File: config.mk
export PLATFORM = sky130hd
export DESIGN_NAME = cpu_sequencer
export DESIGN_NICKNAME = d
export VERILOG_FILES = /design/src/rtl/cpu_pkg.sv /design/src/rtl/cpu_seq_pc.sv /design/src/rtl/cpu_sequencer.sv
export SDC_FILE = /design/constraint.sdc
export NUM_CORES = 1
export LEC_CHECK = 0
export BUFFER_PORTS_ARGS = -buffer_cell sky130_fd_sc_hd__buf_2
export CORE_ASPECT_RATIO = 1.2
export CORE_MARGIN = 1
export CORE_UTILIZATION = 46
export DETAILED_ROUTE_END_ITERATION = 12
export MAX_ROUTING_LAYER = met4
export PLACE_DENSITY = 0.9
export SETUP_SLACK_MARGIN = 0.4
export SLEW_MARGIN = 15
export SYNTH_ARGS = -nofsm -noshare
export SYNTH_HDL_FRONTEND = slang
export SYNTH_SLANG_ARGS = --single-unit
File: constraint.sdc
create_clock -name clk -period 1.8 [get_ports clk]
set_clock_uncertainty 0.1 [all_clocks]
set_input_delay 0 -clock clk [delete_from_list [all_inputs] [get_ports clk]]
set_output_delay 0 -clock clk [all_outputs]
set_load 0.02 [all_outputs]
File: src/rtl/cpu_pkg.sv
// cpu_pkg: shared state encoding, opcode constants and IR field positions for the CPU sequencer
package cpu_pkg;
  typedef enum logic [2:0] {
    ST_FETCH  = 3'd0,
    ST_DECODE = 3'd1,
    ST_EXEC   = 3'd2,
    ST_MEM    = 3'd3,
    ST_HALT   = 3'd4
  } state_t;
  localparam logic [3:0] OP_ADD   = 4'h0;
  localparam logic [3:0] OP_SUB   = 4'h1;
  localparam logic [3:0] OP_AND   = 4'h2;
  localparam logic [3:0] OP_OR    = 4'h3;
  localparam logic [3:0] OP_LI    = 4'h4;
  localparam logic [3:0] OP_LOAD  = 4'h5;
  localparam logic [3:0] OP_STORE = 4'h6;
  localparam logic [3:0] OP_MOV   = 4'h7;
  localparam logic [3:0] OP_JMP   = 4'h8;
  localparam logic [3:0] OP_BEQ   = 4'h9;
  localparam logic [3:0] OP_HALT  = 4'hF;
  localparam int OPC_HI = 15;
  localparam int OPC_LO = 12;
  localparam int RD_HI  = 11;
  localparam int RD_LO  = 10;
  localparam int RS_HI  = 9;
  localparam int RS_LO  = 8;
  localparam int IMM_HI = 7;
  localparam int IMM_LO = 0;
endpackage

File: src/rtl/cpu_seq_pc.sv
// cpu_seq_pc: program counter register with hold / increment (mod 2^AW) / load-target
// Ports: clk, rst_n (async active-low), inc, load (load wins), target[AW], pc[AW]
module cpu_seq_pc #(
  parameter int AW = 8
) (
  input  logic          clk,
  input  logic          rst_n,
  input  logic          inc,
  input  logic          load,
  input  logic [AW-1:0] target,
  output logic [AW-1:0] pc
);
  always_ff @(posedge clk or negedge rst_n)
    if (!rst_n) pc <= '0;
    else if (load) pc <= target;
    else if (inc) pc <= pc + AW'(1);
endmodule

File: src/rtl/cpu_sequencer.sv
// cpu_sequencer: multi-cycle fetch/decode/execute sequencer owning PC and IR, turning control-unit levels into timed strobes
// Ports: clk, rst_n (async active-low); imem_req/imem_addr/imem_ack/imem_rdata fetch handshake;
//   opcode/ir to the control unit; cu_reg_write/cu_mem_read/cu_mem_write/cu_pc_write, alu_zero in;
//   rf_we strobe; dmem_req/dmem_we/dmem_ack data handshake; pc; state (debug).
// Build option: CPU_SEQ_HALT_EN adds a HALT state for opcode 4'hF and a 'halted' output.
module cpu_sequencer
  import cpu_pkg::*;
#(
  parameter int AW = 8,
  parameter int IW = 16
) (
  input  logic          clk,
  input  logic          rst_n,
  output logic          imem_req,
  output logic [AW-1:0] imem_addr,
  input  logic          imem_ack,
  input  logic [IW-1:0] imem_rdata,
  output logic [3:0]    opcode,
  output logic [IW-1:0] ir,
  input  logic          cu_reg_write,
  input  logic          cu_mem_read,
  input  logic          cu_mem_write,
  input  logic          cu_pc_write,
  input  logic          alu_zero,
  output logic          rf_we,
  output logic          dmem_req,
  output logic          dmem_we,
  input  logic          dmem_ack,
  output logic [AW-1:0] pc,
`ifdef CPU_SEQ_HALT_EN
  output logic          halted,
`endif
  output logic [2:0]    state
);
  state_t st, nx;
  logic pc_inc, pc_load, ir_ld, halt_op;
  logic [AW-1:0] target;
  assign opcode    = ir[OPC_HI:OPC_LO];
  assign target    = AW'(ir[IMM_HI:IMM_LO]);
  assign imem_addr = pc;
  assign state     = st;
`ifdef CPU_SEQ_HALT_EN
  assign halt_op = opcode == OP_HALT;
  assign halted  = st == ST_HALT;
`else
  assign halt_op = 1'b0;
`endif
  always_ff @(posedge clk or negedge rst_n)
    if (!rst_n) st <= ST_FETCH;
    else st <= nx;
  always_ff @(posedge clk or negedge rst_n)
    if (!rst_n) ir <= '0;
    else if (ir_ld) ir <= imem_rdata;
  always_comb begin
    nx       = st;
    imem_req = 1'b0;
    rf_we    = 1'b0;
    dmem_req = 1'b0;
    dmem_we  = 1'b0;
    pc_inc   = 1'b0;
    pc_load  = 1'b0;
    ir_ld    = 1'b0;
    case (st)
      ST_FETCH: begin
        imem_req = 1'b1;
        ir_ld    = imem_ack;
        nx       = imem_ack ? ST_DECODE : ST_FETCH;
      end
      ST_DECODE: nx = ST_EXEC;
      ST_EXEC: begin
        nx = ST_FETCH;
        if (halt_op) nx = ST_HALT;
        else if (cu_mem_read | cu_mem_write) nx = ST_MEM;
        else if (opcode == OP_JMP && cu_pc_write) pc_load = 1'b1;
        else if (opcode == OP_BEQ) begin
          pc_load = alu_zero;
          pc_inc  = !alu_zero;
        end else begin
          rf_we  = cu_reg_write;
          pc_inc = 1'b1;
        end
      end
      ST_MEM: begin
        dmem_req = 1'b1;
        // mem_write wins when both are set, so such an instruction never writes the RF
        dmem_we  = cu_mem_write;
        rf_we    = dmem_ack & cu_mem_read & !cu_mem_write;
        pc_inc   = dmem_ack;
        nx       = dmem_ack ? ST_FETCH : ST_MEM;
      end
      ST_HALT: nx = ST_HALT;
      default: nx = ST_FETCH;
    endcase
    // strobes fall combinationally while reset is asserted, mid-handshake included
    if (!rst_n) begin
      imem_req = 1'b0;
      rf_we    = 1'b0;
      dmem_req = 1'b0;
      dmem_we  = 1'b0;
    end
  end
  cpu_seq_pc #(.AW(AW)) u_pc (
    .clk   (clk),
    .rst_n (rst_n),
    .inc   (pc_inc),
    .load  (pc_load),
    .target(target),
    .pc    (pc)
  );
endmodule

==> results.sh <==
export IMPL_wl_um=6490
export IMPL_final_common_cell="buf_2"
export IMPL_clockBufferDepth=2
export IMPL_min_from="cu_mem_write"
export IMPL_r2r_start="state[0]$_DFF_PN0_"
export IMPL_met1_usage_pct=43.2
export IMPL_drc=0
export IMPL_avgSynthCellArea_um2=11.2
export IMPL_violations="setup timing"
export IMPL_critPathLaunchType="register"
export IMPL_grt_pass1_vias=1643
export IMPL_antenna_found_initial=0
export IMPL_ys_ff_latch=27
export IMPL_relSlewSlack_pct=73.6
export IMPL_place_inst=225
export IMPL_rr_worst_depth=6
export IMPL_clk_pin_slew_ns=0.17
export IMPL_num_vias=1694
export IMPL_grt_met3_usage_pct=6.34
export IMPL_fp_dieH_um=64.5
export IMPL_ir_worst_vdd_v=0.00137
export IMPL_total_power_w=0.00422
export IMPL_synth_area_leaders="dfrtp_1 (45%), mux2_2 (11%), buf_4 (6.5%)"
export IMPL_hold_viol_final=0
export IMPL_synth_nets=159
export IMPL_synth_main_ff_cell="dfrtp_1"
export IMPL_n_antenna_cell=0
export IMPL_maxSlewViolCount=0
export IMPL_drt_iter0_drc=134
export IMPL_grt_setup_unrepaired="yes"
export IMPL_async_reset_ff_share_pct=100
export IMPL_ys_seq_area_share_pct=45.2
export IMPL_slowest_stage="dfrtp_2"
export IMPL_grt_ovfl_total=0
export IMPL_drive_above_1_share_pct=63.6
export IMPL_gp_congestion=0.896
export IMPL_drt_pass1_iterations=4
export IMPL_cts_buffers=3
export IMPL_fin_nets=263
export IMPL_crit_type="reg2reg"
export IMPL_dp_hpwl_um=2640
export IMPL_insertion_delay_ns=0.36
export IMPL_ys_types=47
export IMPL_power_per_cell_area_nw_per_um2=1700
export IMPL_hp_class="in2reg"
export IMPL_worstPathRequired_ns=1.97
export IMPL_yosys_warnings=0
export IMPL_track_usage_pct=37.7
export IMPL_cts_htree_levels=1
export IMPL_final_cells=272
export IMPL_fin_ws_ns=-0.0191
export IMPL_max_cap_violations=0
export IMPL_worstPathMaxFanout=7
export IMPL_syn2layout_area_growth_pct=65.9
export IMPL_whs_path_depth=4
export IMPL_grt_busiest_layer="met2"
export IMPL_die_area_um2=3480
export IMPL_power_leakage_nw=1.16
export IMPL_cpPeakStageDelay_ns=0.51
export IMPL_fin_crit_sh_pct=101
export IMPL_final_cell_mix="buf_2 (63), dfrtp_1 (22), dlygate4sd3_1 (19), buf_4 (17), mux2_4 (15)"
export IMPL_via_per_inst=6.23
export IMPL_fillers=159
export IMPL_drt_wirelength_per_cell_um=23.9
export IMPL_postSynthCellCount=133
export IMPL_cts_root_buf="clkbuf_4"
export IMPL_synth_edf_count=0
export IMPL_tritoncts="built"
export IMPL_setup_viol=1
export IMPL_crit_chain="buf_4 > nor3_4 > buf_6 > o21ai_4 > o31a_1 > a21oi_1"
export IMPL_rows=22
export IMPL_ant_nets=0
export IMPL_io_buffers=67
export IMPL_rrSetupSlack_ns=-0.02
export IMPL_clock_sinks=27
export IMPL_path_buf_inv=2
export IMPL_synth_area_leader_cell="dfrtp_1"
export IMPL_crit_family="flip-flops"
export IMPL_synth_top_area_share_pct=45.2
export IMPL_fmax_mhz=550
export IMPL_grt_max_degree=19
export IMPL_fin_crit_ns=1.82
export IMPL_whs_ns=0.0360
export IMPL_fp_dieW_um=54.0
export IMPL_syn_area_um2=1500
export IMPL_io_pins=68
export IMPL_initial_utilization_pct=48.5
export IMPL_rr_endpoint="u_pc.pc[2]$_DFFE_PN0P_"
export IMPL_hold_path_endpoint="state[1]$_DFF_PN0_"
export IMPL_worstSetupEndpointType="register"
export IMPL_worstPathArrival_ns=1.99
export IMPL_tightest_slew_ns=0.392
export IMPL_grt_pass1_wl_um=8800
export IMPL_fp_coreArea_um2=3080
export IMPL_status="complete, but fails checks"
export IMPL_grt_met2_usage_pct=61.4
## metrics by stage
step                      worst slack [ns]  utilization (%)  cell area [um^2]  TNS (ns)
after global routing               -0.0163             80.4              2480   -0.0229
final                              -0.0191             80.4              2480   -0.0191
after detailed placement             0.197             60.7              1870         0
after CTS                            0.183             76.5              2360         0
after global placement               0.264             60.7              1870         0
after floorplan                      0.177                -              1580         0
## where the power goes
part           total (W)  internal (W)  switching (W)
Sequential       0.00124      0.000881       0.000362
Clock           0.000296     0.0000875       0.000208
Combinational    0.00268       0.00127        0.00141
## how the worst max path moves through the flow
stage,endpoint,cells past startpoint,start
5_1_grt,u_pc.pc[2]$_DFFE_PN0P_,6,state[0]$_DFF_PN0_
3_3_place_gp,ir[2]$_DFFE_PN0N_,4,state[0]$_DFF_PN0_
3_5_place_dp,u_pc.pc[6]$_DFFE_PN0P_,4,ir[13]$_DFFE_PN0N_
4_1_cts,ir[6]$_DFFE_PN0N_,4,state[0]$_DFF_PN0_
2_1_floorplan,ir[12]$_DFFE_PN0N_,6,state[0]$_DFF_PN0_
6_report,u_pc.pc[2]$_DFFE_PN0P_,6,state[0]$_DFF_PN0_
## Yosys cell counts (2+ instances only)
cell type,instances
mux2_1,2
nor2_1,3
o211ai_1,2
and2_1,3
dfrtp_1,27
buf_4,13
a22oi_1,3
nor3_1,4
o21ai_0,5
nand3_1,5
and3_1,2
buf_6,3
nand2_1,8
a21oi_1,4
mux2_2,15
o21ai_1,2
a311oi_1,2
## worst min-delay path, stage by stage
cell      delay, ns
buf_2          0.15
o21a_1         0.18
nor2_1         0.10
a311oi_1       0.06
## layout make-up
type	instances	area [um^2]	area share, %
Tap cell	36	45.0	1.82
Inverter	1	3.75	0.151
Timing Repair Buffer	116	875	35.3
Sequential cell	27	682	27.5
Clock buffer	4	26.3	1.06
Multi-Input combinational cell	88	848	34.2
## what timing repair did
| action | in CTS | in global routing |
|---|---|---|
| hold buffers | 19 | 0 |
| buffers inserted | 14 | 8 |
| resized for setup | 30 | 16 |
| cloned | 2 | 0 |
| endpoints found under the hold margin | 44 | 0 |
| setup endpoints to repair | 27 | 29 |
| pin swaps | 17 | 5 |
## per-layer routing
metal  part of all wire [%]  routed length (um)
met4                    3.4                 219
met5                      0                   0
met1                     36                2370
met3                    8.6                 560
met2                     51                3340
## cell families (layout without fill, tap and decap cells)
logic type / Yosys count / count (layout) / share of synthesized area [%]
buffers and inverters: 18 / 121 / 9.37
adder cells (fa/ha/maj): 1 / 1 / 0.837
XOR/XNOR: 1 / 1 / 0.586
multiplexers: 18 / 18 / 13.5
AND/OR/NAND/NOR: 39 / 39 / 16.5
AO/OA/AOI/OAI: 29 / 29 / 14.1
flip-flops: 27 / 27 / 45.2
## registers in the layout, summed over array words and instances, names as in the netlist
signal   flops
state        3
ir          16
u_pc.pc      8
Power figures use the tool's default switching activity.
